--- config.mk ---
export PLATFORM = sky130hd
export DESIGN_NAME = loa_share_arbiter
export DESIGN_NICKNAME = d
export VERILOG_FILES = /design/src/rtl/loa_share_arbiter.sv
export SDC_FILE = /design/constraint.sdc
export NUM_CORES = 1
export LEC_CHECK = 0
export CAP_MARGIN = 20
export CORE_ASPECT_RATIO = 0.9
export CORE_MARGIN = 3
export CORE_UTILIZATION = 37
export DETAILED_ROUTE_END_ITERATION = 16
export GPL_TIMING_DRIVEN = 0
export PLACE_DENSITY = 0.91
export SLEW_MARGIN = 20
export SYNTH_ARGS = -nofsm -noshare
export SYNTH_HDL_FRONTEND = slang
export SYNTH_SLANG_ARGS = --single-unit
export TNS_END_PERCENT = 100
--- constraint.sdc ---
create_clock -name clk -period 3.9 [get_ports clk]
set_input_delay 0.585 -clock clk [delete_from_list [all_inputs] [get_ports clk]]
set_output_delay 0.585 -clock clk [all_outputs]
set_load 0.02 [all_outputs]
--- src/rtl/loa_share_arbiter.sv ---
`default_nettype none
// ============================================================================
//  Module   : loa_share_arbiter
//  Purpose  : Round-robin arbiter sharing one 16-bit lower-part-OR approximate
//             adder (OR on the low K bits, exact ripple on the upper bits)
//             between N valid/ready requesters. The result is registered and
//             tagged with the ID of the requester that was served.
//  Revision : 1.0  initial release
// ============================================================================
module loa_share_arbiter #(
  parameter int N = 4,
  parameter int W = 16,
  parameter int K = 8,
  localparam int IDW = (N > 1) ? $clog2(N) : 1
) (
  input  logic           clk,
  input  logic           rst_n,
  input  logic [N-1:0]   req_valid,
  output logic [N-1:0]   req_ready,
  input  logic [N*W-1:0] req_a,
  input  logic [N*W-1:0] req_b,
  output logic           res_valid,
  input  logic           res_ready,
  output logic [W-1:0]   res_sum,
  output logic           res_carry,
  output logic [IDW-1:0] res_id,
  output logic [15:0]    op_count
);

  localparam logic [IDW-1:0] LAST_ID = IDW'(N - 1);

  logic [IDW-1:0] ptr;
  logic [W-1:0]   op_a [N];
  logic [W-1:0]   op_b [N];

  logic           can_issue;
  logic           grant_found;
  logic [IDW-1:0] grant_id;
  logic [IDW-1:0] cand;
  int             idx;
  logic           transfer;

  logic [W-1:0]   sel_a;
  logic [W-1:0]   sel_b;
  logic           loa_cin;
  logic [W-K:0]   upper;
  logic [W-1:0]   loa_sum;
  logic           loa_carry;

  // Split the packed operand buses into per-requester words.
  for (genvar i = 0; i < N; i++) begin : g_unpack
    assign op_a[i] = req_a[i*W +: W];
    assign op_b[i] = req_b[i*W +: W];
  end

  // A new operation may enter only if the result slot is empty or being drained.
  assign can_issue = !res_valid || res_ready;

  // Round-robin search: first valid requester at or after ptr, wrapping at N.
  always_comb begin
    grant_found = 1'b0;
    grant_id    = '0;
    idx         = 0;
    cand        = '0;
    for (int j = 0; j < N; j++) begin
      idx = int'(ptr) + j;
      if (idx >= N) begin
        idx = idx - N;
      end
      cand = IDW'(idx);
      if (!grant_found && req_valid[cand]) begin
        grant_found = 1'b1;
        grant_id    = cand;
      end
    end
  end

  // Grant is one-hot and suppressed while in reset or while the result stalls.
  assign transfer = rst_n && can_issue && grant_found;

  // One-hot ready towards the granted requester only.
  always_comb begin
    req_ready = '0;
    if (transfer) begin
      req_ready[grant_id] = 1'b1;
    end
  end

  // Shared LOA: OR on the low part, exact add on the upper part with a carry
  // injected from the AND of the two low-part MSBs.
  assign sel_a     = op_a[grant_id];
  assign sel_b     = op_b[grant_id];
  assign loa_cin   = sel_a[K-1] & sel_b[K-1];
  assign upper     = {1'b0, sel_a[W-1:K]} + {1'b0, sel_b[W-1:K]} + {{(W-K){1'b0}}, loa_cin};
  assign loa_sum   = {upper[W-K-1:0], sel_a[K-1:0] | sel_b[K-1:0]};
  assign loa_carry = upper[W-K];

  // Pointer, result register and handshake counter.
  always_ff @(posedge clk) begin
    if (!rst_n) begin
      ptr       <= '0;
      res_valid <= 1'b0;
      res_sum   <= '0;
      res_carry <= 1'b0;
      res_id    <= '0;
      op_count  <= '0;
    end else begin
      if (res_valid && res_ready) begin
        op_count <= op_count + 16'd1;
      end
      if (transfer) begin
        ptr       <= (grant_id == LAST_ID) ? '0 : grant_id + 1'b1;
        res_valid <= 1'b1;
        res_sum   <= loa_sum;
        res_carry <= loa_carry;
        res_id    <= grant_id;
      end else if (res_valid && res_ready) begin
        // Drained with nothing new: data fields keep their last values.
        res_valid <= 1'b0;
      end
    end
  end

endmodule
`default_nettype wire

==> metrics.yaml, run 1 <==
layout:
  multi_input_area_sq_um: 1874
  diodes: 0
  regArea_sq_um: 760.7
  nFillCells: 633
  final_layout_size_suffix_gt1_share_pct: 7.206
  layout.nets: 717
  final_core_util_pct: 67.36
  synthToLayoutAreaGrowth_pct: 75.40
yosys:
  synth-main-ff-cell: "dfxtp_1"
  yosysSeqAreaShare_pct: 27.85
  syn_avg_cell_area_sq_um: 7.150
  syn_nets: 531
  ys_ff_latch: 38
  ys_warn_count: 0
  synth_async_sr_flop_share_pct: 0
  netlist_instances: 382
  synth_cell_types: 45
  syn-cell-area_sq_um: 2731
  synth_edf_count: 0
floorplanning:
  die_x_um: 96.57
  ios: 175
  die_y_um: 87.51
  core_sq_um: 7112
  die_area_sq_um: 8450
  rows: 29
  initial_utilization_pct: 38.41
global_route:
  grt_remaining_overflow: 0
  grt_pass1_vias: 3528
  grt_pass1_wl_um: 16290
  track_usage_pct: 24.41
  antenna_found_initial: 0
  grt_max_degree: 12
setup_path:
  critical_path_class: "in -> reg"
  endpoint_kind: "flip-flop"
  start_kind: "primary input"
  worst-r2r-setup-slack_ns: 0.49
  cp.arrival_ns: 3.88
  critPathRequiredTime_ns: 4.07
  critPathMaxFanout: 10
drt:
  routed_via_density: 5.337
  drt_iter0_drc: 164
  num_vias: 3533
  wl_per_cell_um: 15.56
  drc: 0
  antenna_left: 0
  wl_um: 10300
  first_pass_iters: 4
sta:
  hold_viol: 0
  max_freq_mhz: 269.1
  hold_slack_ns: 0.4623
  period_minus_slack_ns: 3.716
  setup_viol: 0
  post-route-period-util_pct: 95.27
  finalClockSkew_ns: 0.003788
  relSlewSlack_pct: 65.24
  worst_pin_slew_ns: 0.5214
  finalMaxSlewViolations: 0
clock_network:
  cts_tree: "yes"
  clk_pin_slew_ns: 0.07
  clockBufferDepth: 2
  cts_made_buffers: 5
  cts-root-buf: "clkbuf_8"
  cts.htree.levels: 2
  clock_latency_ns: 0.29
  clock-sinks: 38
min_path:
  hp-class: "reg -> reg"
power:
  p_sw_w: 0.0008472
  seq_power_share_pct: 24.2
  power.total_w: 0.002057
  p_int_w: 0.001210
  power_frac_comb_pct: 62.3
  max-vdd-ir-drop_mv: 0.2112
  p_per_area_nw_per_um2: 429.3
  pwr-share-clk_pct: 13.5
  p_leak_nw: 1.894
  swShare_pct: 41.19
placed_design:
  placement.io_buffers: 174
  place.gp.congestion: 0.8598
  dp_hpwl_um: 8462
run_status:
  outcome: "complete, no violations"
run:
  max_cap_violations: 0
## worst max-delay path, cell delays in order
cell and delay, ns:
clkdlybuf4s50_1 0.50, nand2_1 0.10, a311oi_4 0.28, or2_4 0.19, inv_2 0.08, buf_6 0.16
buf_4 0.17, nand2_1 0.07, nand2_1 0.05, o21ai_2 0.16, fa_2 0.22, inv_1 0.05
fa_2 0.36, a21o_1 0.20, a21oi_2 0.17, o21bai_1 0.09, a21oi_2 0.19, xnor2_1 0.15
o21ai_1 0.08
## layout by cell type, fill, tap and decap left out, types with 8 or more instances in the layout
| cell | synthesis | layout |
|---|---|---|
| nor2_1 | 27 | 27 |
| clkdlybuf4s50_1 | 0 | 172 |
| a211oi_1 | 10 | 9 |
| nor4_1 | 8 | 8 |
| clkbuf_1 | 15 | 12 |
| o21ai_0 | 15 | 11 |
| nand3_1 | 24 | 24 |
| nand2_1 | 83 | 83 |
| a31oi_1 | 21 | 19 |
| dfxtp_1 | 38 | 38 |
| inv_1 | 10 | 9 |
| and3_1 | 18 | 18 |
| xnor2_1 | 10 | 10 |
| ha_1 | 12 | 12 |
| or3_1 | 16 | 16 |
## power groups by stage
| stage | Combinational (W) | Sequential (W) | Clock (W) |
|---|---|---|---|
| final | 0.00128 | 0.000497 | 0.000278 |
| after global routing | 0.00140 | 0.000506 | 0.000294 |
| after CTS | 0.00122 | 0.000495 | 0.000283 |
| after detailed placement | 0.00118 | 0.000502 | 0 |
| after global placement | 0.00115 | 0.000499 | 0 |
| after floorplan | 0.000644 | 0.000570 | 0 |
## synthesized netlist by cell type, types with 2 or more instances
cell / instances / area [sq um]
o21ai_0: 15 / 75.07
or3_1: 16 / 100.1
inv_1: 10 / 37.54
dfxtp_1: 38 / 760.7
fa_1: 2 / 40.04
o21a_1: 3 / 22.52
ha_1: 12 / 150.1
a31oi_1: 21 / 131.4
xnor2_1: 10 / 87.58
nor3b_1: 2 / 15.01
a21oi_1: 9 / 45.04
a211oi_1: 10 / 75.07
and3_1: 18 / 112.6
nor2_1: 27 / 101.4
buf_2: 8 / 40.04
nor2b_1: 2 / 12.51
o31ai_1: 2 / 15.01
nand2_1: 83 / 311.6
nor3_1: 5 / 25.02
nand4_1: 3 / 18.77
clkbuf_1: 15 / 56.30
and2_1: 5 / 31.28
nand2b_1: 3 / 18.77
nand3_1: 24 / 120.1
nor4_1: 8 / 50.05
mux2i_1: 7 / 70.07
xor2_1: 6 / 52.55
## cell families after synthesis
| group | synth area share [%] |
|---|---|
| compound gates | 17.09 |
| xor+xnor | 5.130 |
| fa+ha+maj | 6.963 |
| buf+inv | 5.588 |
| flops | 27.85 |
| mux | 2.565 |
| simple gates | 34.82 |
## what timing repair did
item | 4_1_cts | 5_1_grt
setup buffers | 2 | 3
pin swaps | 3 | 8
hold buffers | 0 | 0
resized for setup | 14 | 21
endpoints found under the hold margin | 0 | 0
setup endpoints to repair | 10 | 6
## layout make-up
cell class	instances	share of cell area, %
inverter	11	0.8618
clock buffer	7	1.802
multi-input combinational	308	39.12
buffer	25	2.638
sequential	38	15.88
clock inverter	1	0.1045
tap	93	2.429
timing repair buffer	179	37.16
## final timing paths
kind,start,endpoint,cells after the start
max reg2reg,ptr[1],res_sum[14],18
min,res_sum[6],res_sum[6],2
min reg2reg,res_sum[6],res_sum[6],2
max,req_valid[0],res_sum[14],19
## state kept, by name, summed over array words and instances, names as in the netlist
signal     flops
op_count      16
ptr            2
res_carry      1
res_id         2
res_sum       16
res_valid      1
## per-stage QoR
step,instance area (sq um),TNS (ns),setup slack [ns],std cells
after floorplan,2731,0,0.2946,382
after global placement,4589,-4.483,-0.8177,649
after detailed placement,4589,-5.354,-0.9029,649
after CTS,4737,-0.008523,-0.008523,659
after global routing,4791,-0.03315,-0.03315,662
final,4791,0,0.1845,662
## routing by layer
metal / vias to the layer above / part of all wire (%) / wire length [um] / track usage [%]
li1: 1710 / - / - / -
met1: 1642 / 38 / 3948 / 27.96
met2: 161 / 52 / 5345 / 44.61
met3: 20 / 7.3 / 752 / 4.927
met4: 0 / 2.5 / 257 / 8.662
met5: - / 0 / 0 / 0
Power figures use the tool's default switching activity.
==> run 2, diff against run 1 <==
- PLACE_DENSITY: 0.91 -> 0.79
==> run 2 against run 1 <==
  * Clock-buffer cell count unchanged
  * Clock skew is essentially flat
  * Final area about the same
  * Register-to-register slack worse by 0.04 ns
  * Combinational power is essentially flat
  * Sequential cell count unchanged
  * Power grew 1.2%
  * Clock power rose by 17%
  * Cell count is 0.30% lower
  * Die area is the same
  * Fmax increased by 0.22%
  * Sequential power hardly changed
  * Critical endpoint unchanged
==> metrics.yaml, run 2 (same netlist as run 1, synthesis figures left out) <==
run_status:
  outcome: "complete, no violations"
clock_network:
  clk_pin_slew_ns: 0.07  # about the same
  clock_latency_ns: 0.29  # about the same
  clock-sinks: 38  # unchanged
  cts_tree: "yes"
  cts-root-buf: "clkbuf_8"
  cts_made_buffers: 5  # unchanged
  cts.htree.levels: 2  # unchanged
  clockBufferDepth: 2  # unchanged
sta:
  finalMaxSlewViolations: 0  # unchanged
  hold_viol: 0  # unchanged
  period_minus_slack_ns: 3.708  # -0.008007 ns
  relSlewSlack_pct: 66.20  # +0.96 points
  post-route-period-util_pct: 95.06  # -0.21 points
  worst_pin_slew_ns: 0.5071  # -0.01436 ns
  setup_viol: 0  # unchanged
  finalSetupTns_ns: 0  # unchanged
  finalClockSkew_ns: 0.003560  # -0.0002278 ns
  max_freq_mhz: 269.7  # +0.22%
setup_path:
  worst-r2r-setup-slack_ns: 0.45  # -0.04 ns
  setup.worst_path.start: "req_valid[3]"
  critPathRequiredTime_ns: 4.06  # about the same
  cp.arrival_ns: 3.87  # about the same
  reg2reg_to: "res_sum[14]"
  critical_path_class: "in -> reg"
  reg2reg_from: "ptr[0]"
  endpoint_kind: "flip-flop"
  crit_end: "res_sum[14]"
  start_kind: "primary input"
  critPathMaxFanout: 10  # unchanged
  worst-r2r-cell-count: 17  # -1
global_route:
  use_met1_pct: 28.83  # +0.87 points
  grt_pass1_wl_um: 15730  # -3.5%
  antenna_found_initial: 0  # unchanged
  grt_pass1_vias: 3451  # -2.2%
  met3_usage_pct: 5.532  # +0.61 points
  busiest_layer: "met2"
  met2_usage_pct: 41.60  # -3.0 points
  grt_remaining_overflow: 0  # unchanged
  grt_max_degree: 12  # unchanged
  track_usage_pct: 23.71  # -0.70 points
layout:
  layout.nets: 715  # -0.28%
  final_layout_size_suffix_gt1_share_pct: 6.349  # -0.86 points
  top_regs: "op_count x16, res_sum x16"
  stdcell_area_sq_um: 4790  # about the same
  final_cell_count_no_fill: 660  # -0.30%
  mostFrequentLayoutCells: "clkdlybuf4s50_1 (171), nand2_1 (83), dfxtp_1 (38)"
  synthToLayoutAreaGrowth_pct: 75.35  # about the same
  diodes: 0  # unchanged
  final_common_cell: "clkdlybuf4s50_1"
power:
  p_per_area_nw_per_um2: 434.6  # +1.2%
  max-vdd-ir-drop_mv: 0.2040  # -3.4%
  power.total_w: 0.002082  # +1.2%
  p_leak_nw: 1.901  # +0.33%
floorplanning:
  rows: 29  # unchanged
  ios: 175  # unchanged
  die_y_um: 87.51  # unchanged
  die_x_um: 96.57  # unchanged
  core_sq_um: 7112  # unchanged
  die_area_sq_um: 8450  # unchanged
  initial_utilization_pct: 38.41  # unchanged
placed_design:
  placement.io_buffers: 174  # unchanged
  dpl-instance-area_sq_um: 4589  # unchanged
  place.gp.congestion: 0.9083  # +5.6%
  dp_cells: 649  # unchanged
  dp_hpwl_um: 8362  # -1.2%
drt:
  wl_um: 10190  # -1.1%
  wl_per_cell_um: 15.44  # -0.79%
  drc: 0  # unchanged
  antenna_left: 0  # unchanged
  drt_iter0_drc: 164  # unchanged
  routed_via_density: 5.202  # -2.5%
  num_vias: 3433  # -2.8%
  first_pass_iters: 4  # unchanged
run:
  max_cap_violations: 0  # unchanged
min_path:
  hp-class: "reg -> reg"
## run 2: cell count changes in the layout (fill, tap and decap cells not counted), sizes merged
cell	previous run	this run
clkinv	1	0
dlymetal6s2s	1	2
bufinv	0	1
buf	15	12
clkdlybuf4s50	172	171
clkbuf	22	23
## run 2: report_power, final
group	leakage, nW	internal (W)	switching (W)
clock network	0.0524	0.000191	0.000134
registers	0.313	0.000456	0.0000431
logic	1.54	0.000594	0.000664
total	1.90	0.00124	0.000841
## run 2: worst max-delay path, stage by stage
cell and delay [ns]:
clkdlybuf4s50_1 0.48, a311oi_4 0.34, or2_4 0.20, inv_2 0.08, buf_6 0.15, clkbuf_4 0.18
nand2_1 0.08, nand2_1 0.06, o21ai_2 0.17, fa_2 0.22, inv_1 0.06, fa_2 0.35
a21o_1 0.20, a21oi_2 0.16, o21bai_1 0.11, a21oi_2 0.20, xnor2_1 0.16, o21ai_0 0.09
## run 2: timing repair
action | CTS | global route
resized for setup | 17 | 15
setup buffers | 1 | 2
hold buffers | 0 | 0
cloned | 0 | 0
endpoints found under the setup margin | 9 | 6
pin swaps | 2 | 8
## run 2: worst min-delay path by stage
stage | startpoint | to | slack (ns) | cells after the start
3_5_place_dp | res_id[0] | res_id[0] | 0.45 | 2
3_3_place_gp | res_id[0] | res_id[0] | 0.44 | 2
2_1_floorplan | ptr[1] | ptr[1] | 0.47 | 2
6_report | res_id[0] | res_id[0] | 0.46 | 2
5_1_grt | res_sum[14] | res_sum[14] | 0.49 | 2
4_1_cts | res_id[0] | res_id[0] | 0.46 | 2
## run 2: cell type report
cell class / count / area [sq um]
flip-flops and latches: 38 / 760.7
inverters: 11 / 41.29
plain buffers: 25 / 126.4
repair buffers: 177 / 1768
multi-input cells: 308 / 1871
well taps: 93 / 116.4
clock inverters: 1 / 30.03
fillers: 644 / 2322
clock buffers: 7 / 76.32
## run 2: metrics by stage
step | utilization (%) | hold WS, ns | setup slack, ns
finish | 67.35 | 0.4640 | 0.1925
global route | 67.35 | 0.4941 | -0.003963
CTS | 66.80 | 0.4643 | 0.0005671
detailed placement | 64.53 | 0.4547 | -0.8332
global placement | 64.53 | 0.4434 | -0.7637
floorplan | - | 0.4725 | 0.2946
## run 2: layer usage
layer	routed length, um	vias up
li1	-	1710
met1	4140	1568
met2	5115	141
met3	779	14
met4	155	0
met5	0	-
